==> src/rtl/mem_copy_engine_if.sv <==
// Signal bundle for mem_copy_engine: copy control/status, byte-wide ROM port and word-wide RAM port.
// The master modport is the engine side; the slave modport is the system/memory side.
interface mem_copy_engine_if #(
  parameter int unsigned BYTE_W         = 8,
  parameter int unsigned BYTES_PER_WORD = 4,
  parameter int unsigned SRC_AW         = 13,
  parameter int unsigned DST_AW         = 15,
  parameter int unsigned LEN_W          = 16
);
  logic                             START;
  logic                             ABORT;
  logic [SRC_AW-1:0]                SRC_BASE;
  logic [DST_AW-1:0]                DST_BASE;
  logic [LEN_W-1:0]                 LEN;
  logic                             ROM_EN;
  logic [SRC_AW-1:0]                ROM_ADDR;
  logic [BYTE_W-1:0]                ROM_DATA;
  logic                             RAM_WE;
  logic [DST_AW-1:0]                RAM_ADDR;
  logic [BYTE_W*BYTES_PER_WORD-1:0] RAM_WDATA;
  logic                             BUSY;
  logic                             DONE;
  logic [LEN_W-1:0]                 WORDS_DONE;

  modport master (
    input  START, ABORT, SRC_BASE, DST_BASE, LEN, ROM_DATA,
    output ROM_EN, ROM_ADDR, RAM_WE, RAM_ADDR, RAM_WDATA, BUSY, DONE, WORDS_DONE
  );

  modport slave (
    output START, ABORT, SRC_BASE, DST_BASE, LEN, ROM_DATA,
    input  ROM_EN, ROM_ADDR, RAM_WE, RAM_ADDR, RAM_WDATA, BUSY, DONE, WORDS_DONE
  );
endinterface

==> src/rtl/mem_copy_engine.sv <==
// ROM-to-RAM copy engine: fetches BYTES_PER_WORD bytes from a synchronous byte ROM,
// assembles them into one RAM word and writes it, LEN times, with abort and sticky DONE.
module mem_copy_engine #(
  parameter int unsigned BYTE_W         = 8,
  parameter int unsigned BYTES_PER_WORD = 4,
  parameter int unsigned SRC_AW         = 13,
  parameter int unsigned DST_AW         = 15,
  parameter int unsigned LEN_W          = 16,
  parameter bit          BIG_ENDIAN     = 1'b1
) (
  input logic               CLK,
  input logic               RST_N,
  mem_copy_engine_if.master bus
);
  localparam int unsigned WordW = BYTE_W * BYTES_PER_WORD;
  localparam int unsigned IdxW  = $clog2(BYTES_PER_WORD + 1);
  localparam logic [IdxW-1:0] LastIdx = IdxW'(BYTES_PER_WORD);

  typedef enum logic [1:0] {StIdle, StRead, StWrite} state_e;

  state_e            state_q, state_d;
  logic [SRC_AW-1:0] src_ptr_q, src_ptr_d, rom_addr_q, rom_addr_d;
  logic [DST_AW-1:0] dst_ptr_q, dst_ptr_d, ram_addr_q, ram_addr_d;
  logic [LEN_W-1:0]  len_q, len_d, words_q, words_d;
  logic [IdxW-1:0]   idx_q, idx_d;
  logic [WordW-1:0]  word_q, word_d, wdata_q, wdata_d;
  logic              done_q, done_d;
  logic              fetch, store, last_word;

  // Lane that receives the i-th byte fetched for a word.
  function automatic int unsigned lane_of(input int unsigned i);
    return BIG_ENDIAN ? (BYTES_PER_WORD - 1 - i) : i;
  endfunction

  assign fetch     = (state_q == StRead) && (idx_q != LastIdx);
  assign store     = (state_q == StWrite);
  assign last_word = (words_q == len_q - LEN_W'(1));

  always_ff @(posedge CLK) begin
    if (!RST_N) begin
      state_q <= StIdle;
    end else begin
      state_q <= state_d;
    end
  end

  always_comb begin : next_state
    state_d = state_q;
    unique case (state_q)
      StIdle: begin
        if (bus.START && (bus.LEN != '0)) state_d = StRead;
      end
      StRead: begin
        if (bus.ABORT)               state_d = StIdle;
        else if (idx_q == LastIdx)   state_d = StWrite;
      end
      StWrite: begin
        state_d = (bus.ABORT || last_word) ? StIdle : StRead;
      end
      default: state_d = StIdle;
    endcase
  end

  always_comb begin : datapath
    src_ptr_d  = src_ptr_q;
    dst_ptr_d  = dst_ptr_q;
    rom_addr_d = rom_addr_q;
    ram_addr_d = ram_addr_q;
    len_d      = len_q;
    words_d    = words_q;
    idx_d      = idx_q;
    word_d     = word_q;
    wdata_d    = wdata_q;
    done_d     = done_q;
    unique case (state_q)
      StIdle: begin
        if (bus.START) begin
          src_ptr_d = bus.SRC_BASE;
          dst_ptr_d = bus.DST_BASE;
          len_d     = bus.LEN;
          words_d   = '0;
          idx_d     = '0;
          done_d    = (bus.LEN == '0);
        end
      end
      StRead: begin
        if (fetch) begin
          rom_addr_d = src_ptr_q;
          src_ptr_d  = src_ptr_q + SRC_AW'(1);
        end
        // ROM data lags the address by one cycle, so index b carries byte b-1.
        for (int unsigned i = 0; i < BYTES_PER_WORD; i++) begin
          if (idx_q == IdxW'(i + 1)) word_d[lane_of(i)*BYTE_W +: BYTE_W] = bus.ROM_DATA;
        end
        idx_d = fetch ? idx_q + IdxW'(1) : '0;
      end
      StWrite: begin
        ram_addr_d = dst_ptr_q;
        wdata_d    = word_q;
        dst_ptr_d  = dst_ptr_q + DST_AW'(1);
        words_d    = words_q + LEN_W'(1);
        idx_d      = '0;
        done_d     = last_word && !bus.ABORT;
      end
      default: ;
    endcase
  end

  always_ff @(posedge CLK) begin
    if (!RST_N) begin
      src_ptr_q  <= '0;
      dst_ptr_q  <= '0;
      rom_addr_q <= '0;
      ram_addr_q <= '0;
      len_q      <= '0;
      words_q    <= '0;
      idx_q      <= '0;
      word_q     <= '0;
      wdata_q    <= '0;
      done_q     <= 1'b0;
    end else begin
      src_ptr_q  <= src_ptr_d;
      dst_ptr_q  <= dst_ptr_d;
      rom_addr_q <= rom_addr_d;
      ram_addr_q <= ram_addr_d;
      len_q      <= len_d;
      words_q    <= words_d;
      idx_q      <= idx_d;
      word_q     <= word_d;
      wdata_q    <= wdata_d;
      done_q     <= done_d;
    end
  end

  // Addresses and write data show the live value while active, else hold the last one used.
  always_comb begin : outputs
    bus.ROM_EN     = fetch;
    bus.ROM_ADDR   = fetch ? src_ptr_q : rom_addr_q;
    bus.RAM_WE     = store;
    bus.RAM_ADDR   = store ? dst_ptr_q : ram_addr_q;
    bus.RAM_WDATA  = store ? word_q : wdata_q;
    bus.BUSY       = (state_q != StIdle);
    bus.DONE       = done_q;
    bus.WORDS_DONE = words_q;
  end
endmodule

==> src/flat_wrapper.sv <==
// flat-port wrapper written by rule: the top's interface ports become plain ports
module mem_copy_engine_flat 
#(
  parameter int unsigned BYTE_W         = 8,
  parameter int unsigned BYTES_PER_WORD = 4,
  parameter int unsigned SRC_AW         = 13,
  parameter int unsigned DST_AW         = 15,
  parameter int unsigned LEN_W          = 16,
  parameter bit          BIG_ENDIAN     = 1'b1
)
  (CLK, RST_N, bus_START, bus_ABORT, bus_SRC_BASE, bus_DST_BASE, bus_LEN, bus_ROM_DATA, bus_ROM_EN, bus_ROM_ADDR, bus_RAM_WE, bus_RAM_ADDR, bus_RAM_WDATA, bus_BUSY, bus_DONE, bus_WORDS_DONE);
  mem_copy_engine_if #(.BYTE_W(BYTE_W), .BYTES_PER_WORD(BYTES_PER_WORD), .SRC_AW(SRC_AW), .DST_AW(DST_AW), .LEN_W(LEN_W)) bus_i ();
  input logic CLK;
  input logic RST_N;
  input wire logic [$bits(bus_i.START)-1:0] bus_START;
  input wire logic [$bits(bus_i.ABORT)-1:0] bus_ABORT;
  input wire logic [$bits(bus_i.SRC_BASE)-1:0] bus_SRC_BASE;
  input wire logic [$bits(bus_i.DST_BASE)-1:0] bus_DST_BASE;
  input wire logic [$bits(bus_i.LEN)-1:0] bus_LEN;
  input wire logic [$bits(bus_i.ROM_DATA)-1:0] bus_ROM_DATA;
  output wire logic [$bits(bus_i.ROM_EN)-1:0] bus_ROM_EN;
  output wire logic [$bits(bus_i.ROM_ADDR)-1:0] bus_ROM_ADDR;
  output wire logic [$bits(bus_i.RAM_WE)-1:0] bus_RAM_WE;
  output wire logic [$bits(bus_i.RAM_ADDR)-1:0] bus_RAM_ADDR;
  output wire logic [$bits(bus_i.RAM_WDATA)-1:0] bus_RAM_WDATA;
  output wire logic [$bits(bus_i.BUSY)-1:0] bus_BUSY;
  output wire logic [$bits(bus_i.DONE)-1:0] bus_DONE;
  output wire logic [$bits(bus_i.WORDS_DONE)-1:0] bus_WORDS_DONE;
  assign bus_i.START = bus_START;
  assign bus_i.ABORT = bus_ABORT;
  assign bus_i.SRC_BASE = bus_SRC_BASE;
  assign bus_i.DST_BASE = bus_DST_BASE;
  assign bus_i.LEN = bus_LEN;
  assign bus_i.ROM_DATA = bus_ROM_DATA;
  assign bus_ROM_EN = bus_i.ROM_EN;
  assign bus_ROM_ADDR = bus_i.ROM_ADDR;
  assign bus_RAM_WE = bus_i.RAM_WE;
  assign bus_RAM_ADDR = bus_i.RAM_ADDR;
  assign bus_RAM_WDATA = bus_i.RAM_WDATA;
  assign bus_BUSY = bus_i.BUSY;
  assign bus_DONE = bus_i.DONE;
  assign bus_WORDS_DONE = bus_i.WORDS_DONE;
  mem_copy_engine #(.BYTE_W(BYTE_W), .BYTES_PER_WORD(BYTES_PER_WORD), .SRC_AW(SRC_AW), .DST_AW(DST_AW), .LEN_W(LEN_W), .BIG_ENDIAN(BIG_ENDIAN)) u_core (.CLK(CLK), .RST_N(RST_N), .bus(bus_i));
endmodule
==> config.mk <==
export PLATFORM = sky130hd
export DESIGN_NAME = mem_copy_engine_flat
export DESIGN_NICKNAME = d
export VERILOG_FILES = /design/src/rtl/mem_copy_engine_if.sv /design/src/rtl/mem_copy_engine.sv /design/src/flat_wrapper.sv
export SDC_FILE = /design/constraint.sdc
export NUM_CORES = 1
export LEC_CHECK = 0
export CORE_ASPECT_RATIO = 2
export CORE_MARGIN = 4
export CORE_UTILIZATION = 30
export DETAILED_ROUTE_END_ITERATION = 8
export HOLD_SLACK_MARGIN = 0.08
export PLACE_DENSITY_LB_ADDON = 0.2
export SLEW_MARGIN = 40
export SYNTH_ARGS = -nofsm -noshare
export SYNTH_HDL_FRONTEND = slang
export SYNTH_SLANG_ARGS = --single-unit
==> constraint.sdc <==
create_clock -name CLK -period 2.16 [get_ports CLK]
set_input_delay 0.324 -clock CLK [delete_from_list [all_inputs] [get_ports CLK]]
set_output_delay 0.324 -clock CLK [all_outputs]
set_load 0.05 [all_outputs]
==> impl_results.md, run 1 <==
* Clock Skew at around 0.011 ns
* FILL cells at between 2000 and 2500
* Critical Path AT at roughly 2.5 ns
* Period utilization at a little over nine tenths
* Fin Setup TNS at 0 ns
* Per-cell routed wire length at 16.3 um
* CTS Sinks at between 150 and 200
* RD Place Congestion at between 0.8 and 0.9
* Clock share of power at 44.9%
* CTS H-tree lvls at 4
* Sequential cell area at 0.00317 mm2
* Clock-pin slew on the worst setup and hold paths at 0.06 ns
* Area grow syn2layout at 45.5%
* Clock Path Buffers at 2
* # port buffers at roughly 140
* CTS tree: built
* Slew Viols, Final at 0
* Syn Inst Count at 935
* WL final at 22400 um
* Total track usage at between 10% and 20%
* DRT Pass-1 Iters at 5
* Post-CTS Hold Fix Bufs at 0
* Hold WC Path Type: reg2reg
* Crit-path slowest cell: or4_4
* Post-synth EDFFs at 0
* Synth async-reset ratio at 0%
* Critical Path Sink Type: flop
* Max incr delay on CP at approximately 0.54 ns
* Worst-Margin Slew at roughly 0.68 ns
* Warnings from Yosys at 0
* Initial antenna violation count at 0
* Sw Ratio at 24.6%
* Sw Pwr at around 1.8 mW
* Post-synth top flop: dfxtp_1
* Number of synthesized register bits at 158
* P_int at approximately 5.5 mW
* Max Clk Rate at 469 MHz
* First-pass GRT wire length at ~35000 um
* Clock Latency Late Sink at 0.42 ns
* Hold violation count in the final report at 0
* Critical path class: reg2reg
* Multi-input combinational cell area at roughly 0.0039 mm2
* Die area at between 0.02 and 0.03 mm2
* Number of global-route vias before repair at 6696
* Count of different cell masters after synthesis at ~60
* Maximum VDD drop at between 0.0004 and 0.0005 V
* Pre-CTS setup slack at around 0.055 ns
* Initial DRC count at between 300 and 400
* Chip width at 117 um
* Vias at roughly 6800
* Share of layout cells above drive strength 1 at 16.0%
* Dpl cell area at between 0.009 and 0.01 mm2
* Mapped cell area at around 0.0072 mm2
* RSZ-0062 raised after global routing: true
* Post-route setup slack at 0.0298 ns
* Crit-path max FO at 3
* Sequential share of power at roughly 42%
* Cell area power density at roughly 700 mW/mm2
* Core Rows at 79
* P_leak at between 4 and 5 nW
* Pin count of the biggest net entering global routing at 40
* Setup violations, final at 0
* Post-synthesis sequential area ratio at roughly 44%
* # IOs at roughly 140
* Detailed placement HPWL at between 15000 and 20000 um
* Final net count at between 1000 and 1500
* Post-route ant nets at 0
* Antenna cell count at 0
* Core ar. at ~0.023 mm2
* Mapped Nets at 1000
* Crit path required time at 2.53 ns
* Tmin final at between 2 and 2.5 ns
* Outcome: complete, no violations
* Initial core utilization at ~31%
* Grt total ovfl at 0
* Combinational share of power at 12.8%
* Worst-path cell chain: or4_4 > or3_4 > xor2_2 > a41oi_2 > nor4_4 > a41o_1
* Maxcap violations at 0
* Residual DRC count at 0
* Finished Cell Area at roughly 0.010 mm2
* Die span in y at 227 um
* Avg Cell Area, Syn at 7.66 um2
* Vias/cell at 4.97
* CP Launch Type: flop
* Root Buffer: clkbuf_16
* CTS buffer count at 17
* Headroom to the max-slew limit at a little over half
[registers in the layout, indices dropped and copies added (netlist names)]
| register | flops |
|---|---|
| u_core.idx_q | 3 |
| u_core.wdata_q | 32 |
| u_core.state_q | 2 |
| u_core.src_ptr_q | 13 |
| u_core.word_q | 32 |
| u_core.rom_addr_q | 13 |
| u_core.bus.WORDS_DONE | 16 |
| u_core.bus.DONE | 1 |
| u_core.ram_addr_q | 15 |
| u_core.len_q | 16 |
| u_core.dst_ptr_q | 15 |
[cell usage after synthesis, drive strengths merged, types with 4 or more instances]
cell type,number,share of area (%)
a21boi,8,0.84
o211ai,5,0.52
xor2,10,1.2
inv,12,0.66
xnor2,14,1.7
a211oi,5,0.52
a21oi,124,8.7
a22oi,7,0.73
nor2b,7,0.61
o21ai,25,1.7
a221oi,4,0.49
and4,4,0.49
nor3,24,2.1
and2,21,1.9
nand2,283,15
clkbuf,45,2.4
nor4,8,0.79
dfxtp,158,44
nand3,31,2.2
ha,9,1.6
nor2,60,3.1
nand4,7,0.61
mux2,15,2.4
and3,8,0.72
a31oi,5,0.44
buf,4,0.63
[power by group through the flow]
| stage | Sequential [mW] | Combinational, mW | Clock, mW |
|---|---|---|---|
| 3_5_place_dp | 3.13 | 0.843 | 0 |
| 5_1_grt | 3.08 | 1.00 | 3.46 |
| 4_1_cts | 3.07 | 0.923 | 3.36 |
| 3_3_place_gp | 3.13 | 0.835 | 0 |
| 2_1_floorplan | 3.11 | 0.502 | 0 |
| 6_report | 3.07 | 0.929 | 3.26 |
[per-stage QoR]
stage                     util, %  total power, mW  hold WS (ns)  cells
after floorplan                 -             3.62         0.403    935
after global placement       40.4             3.97         0.443   1337
after detailed placement     40.4             3.98         0.447   1337
after CTS                    44.2             7.36         0.450   1376
after global routing         44.5             7.55         0.472   1378
final                        44.5             7.27         0.453   1378
[worst paths after layout]
check,to,slack [ns],from,cells past startpoint
setup / recovery,u_core.bus.DONE,0.03,u_core.len_q[9],6
setup reg to reg,u_core.bus.DONE,0.03,u_core.len_q[9],6
hold reg to reg,u_core.word_q[24],0.45,u_core.word_q[24],2
hold / removal,u_core.word_q[24],0.45,u_core.word_q[24],2
[logic make-up (layout without fill, tap and decap cells)]
family	Yosys count	count (layout)	synth area share (%)
compound gates	200	200	16.2
xor+xnor	24	24	2.93
fa+ha+maj	9	9	1.57
buf+inv	61	221	3.65
flops	158	158	44.2
mux	17	17	2.69
simple gates	466	466	28.7
[routing by layer]
| layer | up-vias | track usage (%) | share of wire [%] |
|---|---|---|---|
| met1 | 3194 | 17.1 | 36 |
| li1 | 3478 | - | - |
| met3 | 44 | 2.75 | 2.7 |
| met5 | - | 0 | 0 |
| met4 | 0 | 7.85 | 4.2 |
| met2 | 133 | 33.0 | 57 |
[layout by cell type, fill, tap and decap left out, types with 9 or more instances in the layout]
| cell | netlist | final |
|---|---|---|
| nand2_1 | 283 | 279 |
| dfxtp_1 | 158 | 153 |
| a21oi_1 | 124 | 124 |
| clkdlybuf4s50_1 | 0 | 69 |
| nor2_1 | 60 | 60 |
| buf_12 | 1 | 57 |
| buf_4 | 0 | 34 |
| nand3_1 | 30 | 30 |
| and2_1 | 20 | 20 |
| nor3_1 | 20 | 20 |
| clkbuf_16 | 0 | 18 |
| o21ai_0 | 15 | 15 |
| xnor2_1 | 14 | 14 |
| mux2_4 | 0 | 9 |
| xor2_1 | 10 | 9 |
[layout make-up]
cell class,instances,share of cell area [%]
clock buffers,22,4.26
clock inverters,10,1.79
inverters,12,0.576
multi-input cells,716,37.0
flip-flops and latches,158,30.4
well taps,283,3.40
repair buffers,177,22.6
[worst max-delay path, delay by kind of cell, from the launching register on]
kind | cells | cell delay [ns]
xor gates and xnor gates | 1 | 0.16
DFF | 1 | 0.32
AOI/OAI and AO/OA | 2 | 0.34
and+or+nand+nor | 3 | 1.27
[what timing repair did]
action,4_1_cts,5_1_grt
endpoints found under the setup margin,55,43
pin swaps,1,10
gates resized for setup,53,13
gates cloned,2,1
buffers inserted,5,2
Power figures use the tool's default switching activity.
==> run 2: changes to the inputs <==
Settings changed: CTS_BUF_LIST from default to sky130_fd_sc_hd__clkbuf_16.
==> run 2 against run 1 <==
Largest cell class unchanged. Clock-buffer cell count shrank 5. Sequential share of layout area stayed put. Hold slack hardly changed. Critical path type unchanged. Final cell count stayed put. Worst setup slack is essentially flat. Die area is the same. Largest power group unchanged. Global-route usage stayed put. Sequential power about the same. First-iteration DRC count grew 0.27%. Clock power hardly changed.
==> impl_results.md, run 2 (synthesis results as in run 1) <==
* Outcome: complete, no violations
* # placed instances at 1337 (unchanged)
* Final net count at 1147 (unchanged)
* CP startpoint: u_core.len_q[9]
* RSZ-0062 raised after global routing: true
* Grt total ovfl at 0 (unchanged)
* Vias at 6848 (-0.015%)
* Initial DRC count at 371 (+0.27%)
* Crit-path slowest cell: or4_4
* Fin Setup TNS at 0 ns (unchanged)
* CP Launch Type: flop
* Critical Path Sink Type: flop
* Per-cell routed wire length at 16.3 um (about the same)
* Worst Hold Endpoint: u_core.word_q[24]
* Critical Path AT at 2.50 ns (about the same)
* Finished Cell Area at 0.0104 mm2 (unchanged)
* Share of layout cells above drive strength 1 at 16.0% (unchanged)
* Critical path class: reg2reg
* Sequential cell area at 0.00317 mm2 (unchanged)
* CTS Sinks at 158 (unchanged)
* Tmin final at 2.13 ns (-0.0000666 ns)
* FILL cells at 2291 (unchanged)
* Post-CTS Hold Fix Bufs at 0 (unchanged)
* Detailed placement HPWL at 16500 um (unchanged)
* Crit-path max FO at 3 (unchanged)
* Max incr delay on CP at 0.54 ns (about the same)
* Non-filler cells, final at 1378 (unchanged)
* Reg-to-Reg Start: u_core.len_q[9]
* CTS tree: built
* Initial core utilization at 30.6% (unchanged)
* Clock-pin slew on the worst setup and hold paths at 0.06 ns (about the same)
* Worst-path cell chain: or4_4 > or3_4 > xor2_2 > a41oi_2 > nor4_4 > a41o_1
* FF-to-FF path depth at 6 (unchanged)
* Met3 GRT Util at 2.75% (unchanged)
* Antenna cell count at 0 (unchanged)
* Period utilization at 98.6% (about the same)
* Maximum VDD drop at 0.000472 V (about the same)
* P_leak at 4.15 nW (+0.50%)
* Cell area power density at 695 mW/mm2 (-0.30%)
* Initial antenna violation count at 0 (unchanged)
* Vias/cell at 4.97 (about the same)
* GR Util met1 at 17.1% (unchanged)
* Clock Path Buffers at 2 (unchanged)
* Total track usage at 17.1% (unchanged)
* Clock Skew at 0.0100 ns (-0.000690 ns)
* Die area at 0.0266 mm2 (unchanged)
* Multi-input combinational cell area at 0.00385 mm2 (unchanged)
* Commonest cells after routing, fill and taps aside: 279 x nand2_1, 153 x dfxtp_1, 124 x a21oi_1, 69 x clkdlybuf4s50_1, 60 x nor2_1
* # IOs at 136 (unchanged)
* Hold Path Depth at 2 (unchanged)
* # port buffers at 135 (unchanged)
* Maxcap violations at 0 (unchanged)
* Slew Viols, Final at 0 (unchanged)
* Global-route met2 utilization at 33.0% (unchanged)
* DRT Pass-1 Iters at 5 (unchanged)
* First-pass GRT wire length at 34900 um (unchanged)
* WL final at 22400 um (about the same)
* Crit path required time at 2.53 ns (about the same)
* Core ar. at 0.0234 mm2 (unchanged)
* Die span in y at 227 um (unchanged)
* CTS H-tree lvls at 4 (unchanged)
* Setup violations, final at 0 (unchanged)
* Number of global-route vias before repair at 6696 (unchanged)
* Post-route ant nets at 0 (unchanged)
* Headroom to the max-slew limit at 54.6% (about the same)
* CTS buffer count at 17 (unchanged)
* Core Rows at 79 (unchanged)
* Terminus of the critical flop-to-flop path: u_core.bus.DONE
* Root Buffer: clkbuf_16
* Hold WC Path Type: reg2reg
* Chip width at 117 um (unchanged)
* Gr busiest metal: met2
* Clock Latency Late Sink at 0.42 ns (about the same)
* Largest regs: u_core.wdata_q (32), u_core.word_q (32)
* Commonest non-fill, non-tap cell in the layout: nand2_1
* Reg2Reg Setup Slack at 0.03 ns (about the same)
* RD Place Congestion at 0.824 (unchanged)
* Hold_sp: u_core.word_q[24]
* Dpl cell area at 0.00947 mm2 (unchanged)
* Max Clk Rate at 469 MHz (about the same)
* Area grow syn2layout at 45.5% (unchanged)
* Pin count of the biggest net entering global routing at 40 (unchanged)
* Worst-Margin Slew at 0.681 ns (-0.000111 ns)
* Residual DRC count at 0 (unchanged)
* Hold violation count in the final report at 0 (unchanged)
-- run 2: worst max-delay path by stage --
stage | slack [ns] | to
6_report | 0.03 | u_core.bus.DONE
5_1_grt | -0.07 | u_core.bus.DONE
4_1_cts | -0.06 | bus_ROM_ADDR[5]
3_5_place_dp | 0.06 | u_core.bus.DONE
3_3_place_gp | 0.09 | u_core.bus.DONE
2_1_floorplan | 0.002 | u_core.bus.WORDS_DONE[15]
-- run 2: report_power, final --
| part | internal, mW | switching, mW |
|---|---|---|
| Sequential | 2.99 | 0.0818 |
| Clock | 2.03 | 1.21 |
| Combinational | 0.431 | 0.497 |
| Total | 5.45 | 1.79 |
-- run 2: worst max-delay path: cells and delay by family (launching register included) --
| family | cells | cell delay [ns] |
|---|---|---|
| xor gates and xnor gates | 1 | 0.16 |
| and+or+nand+nor | 3 | 1.27 |
| DFF | 1 | 0.32 |
| AOI/OAI and AO/OA | 2 | 0.34 |
-- run 2: what timing repair did --
action                                  CTS  global route
pin swaps                                 1            10
buffers inserted                          5             2
gates cloned                              2             1
hold endpoints to repair                  0             0
endpoints found under the setup margin   55            43
gates resized for setup                  53            13
-- run 2: stage by stage --
step	setup WS [ns]	utilization [%]	total power, mW	hold WS, ns
after CTS	-0.0618	44.2	7.34	0.450
final	0.0299	44.5	7.24	0.453
after detailed placement	0.0553	40.4	3.98	0.447
after global placement	0.0936	40.4	3.97	0.443
after floorplan	0.00206	-	3.62	0.403
after global routing	-0.0705	44.5	7.52	0.472
-- run 2: cell type report --
| cell class | instances | share of cell area (%) |
|---|---|---|
| timing repair buffer | 177 | 22.6 |
| inverter | 12 | 0.576 |
| clock inverter | 15 | 1.97 |
| clock buffer | 17 | 4.08 |
| sequential | 158 | 30.4 |
| multi-input combinational | 716 | 37.0 |
| tap | 283 | 3.40 |
-- run 2: metal layers --
layer | up-vias | routed length (um)
li1 | 3479 | -
met1 | 3191 | 8130
met2 | 136 | 12700
met3 | 42 | 633
met4 | 0 | 929
met5 | - | 0
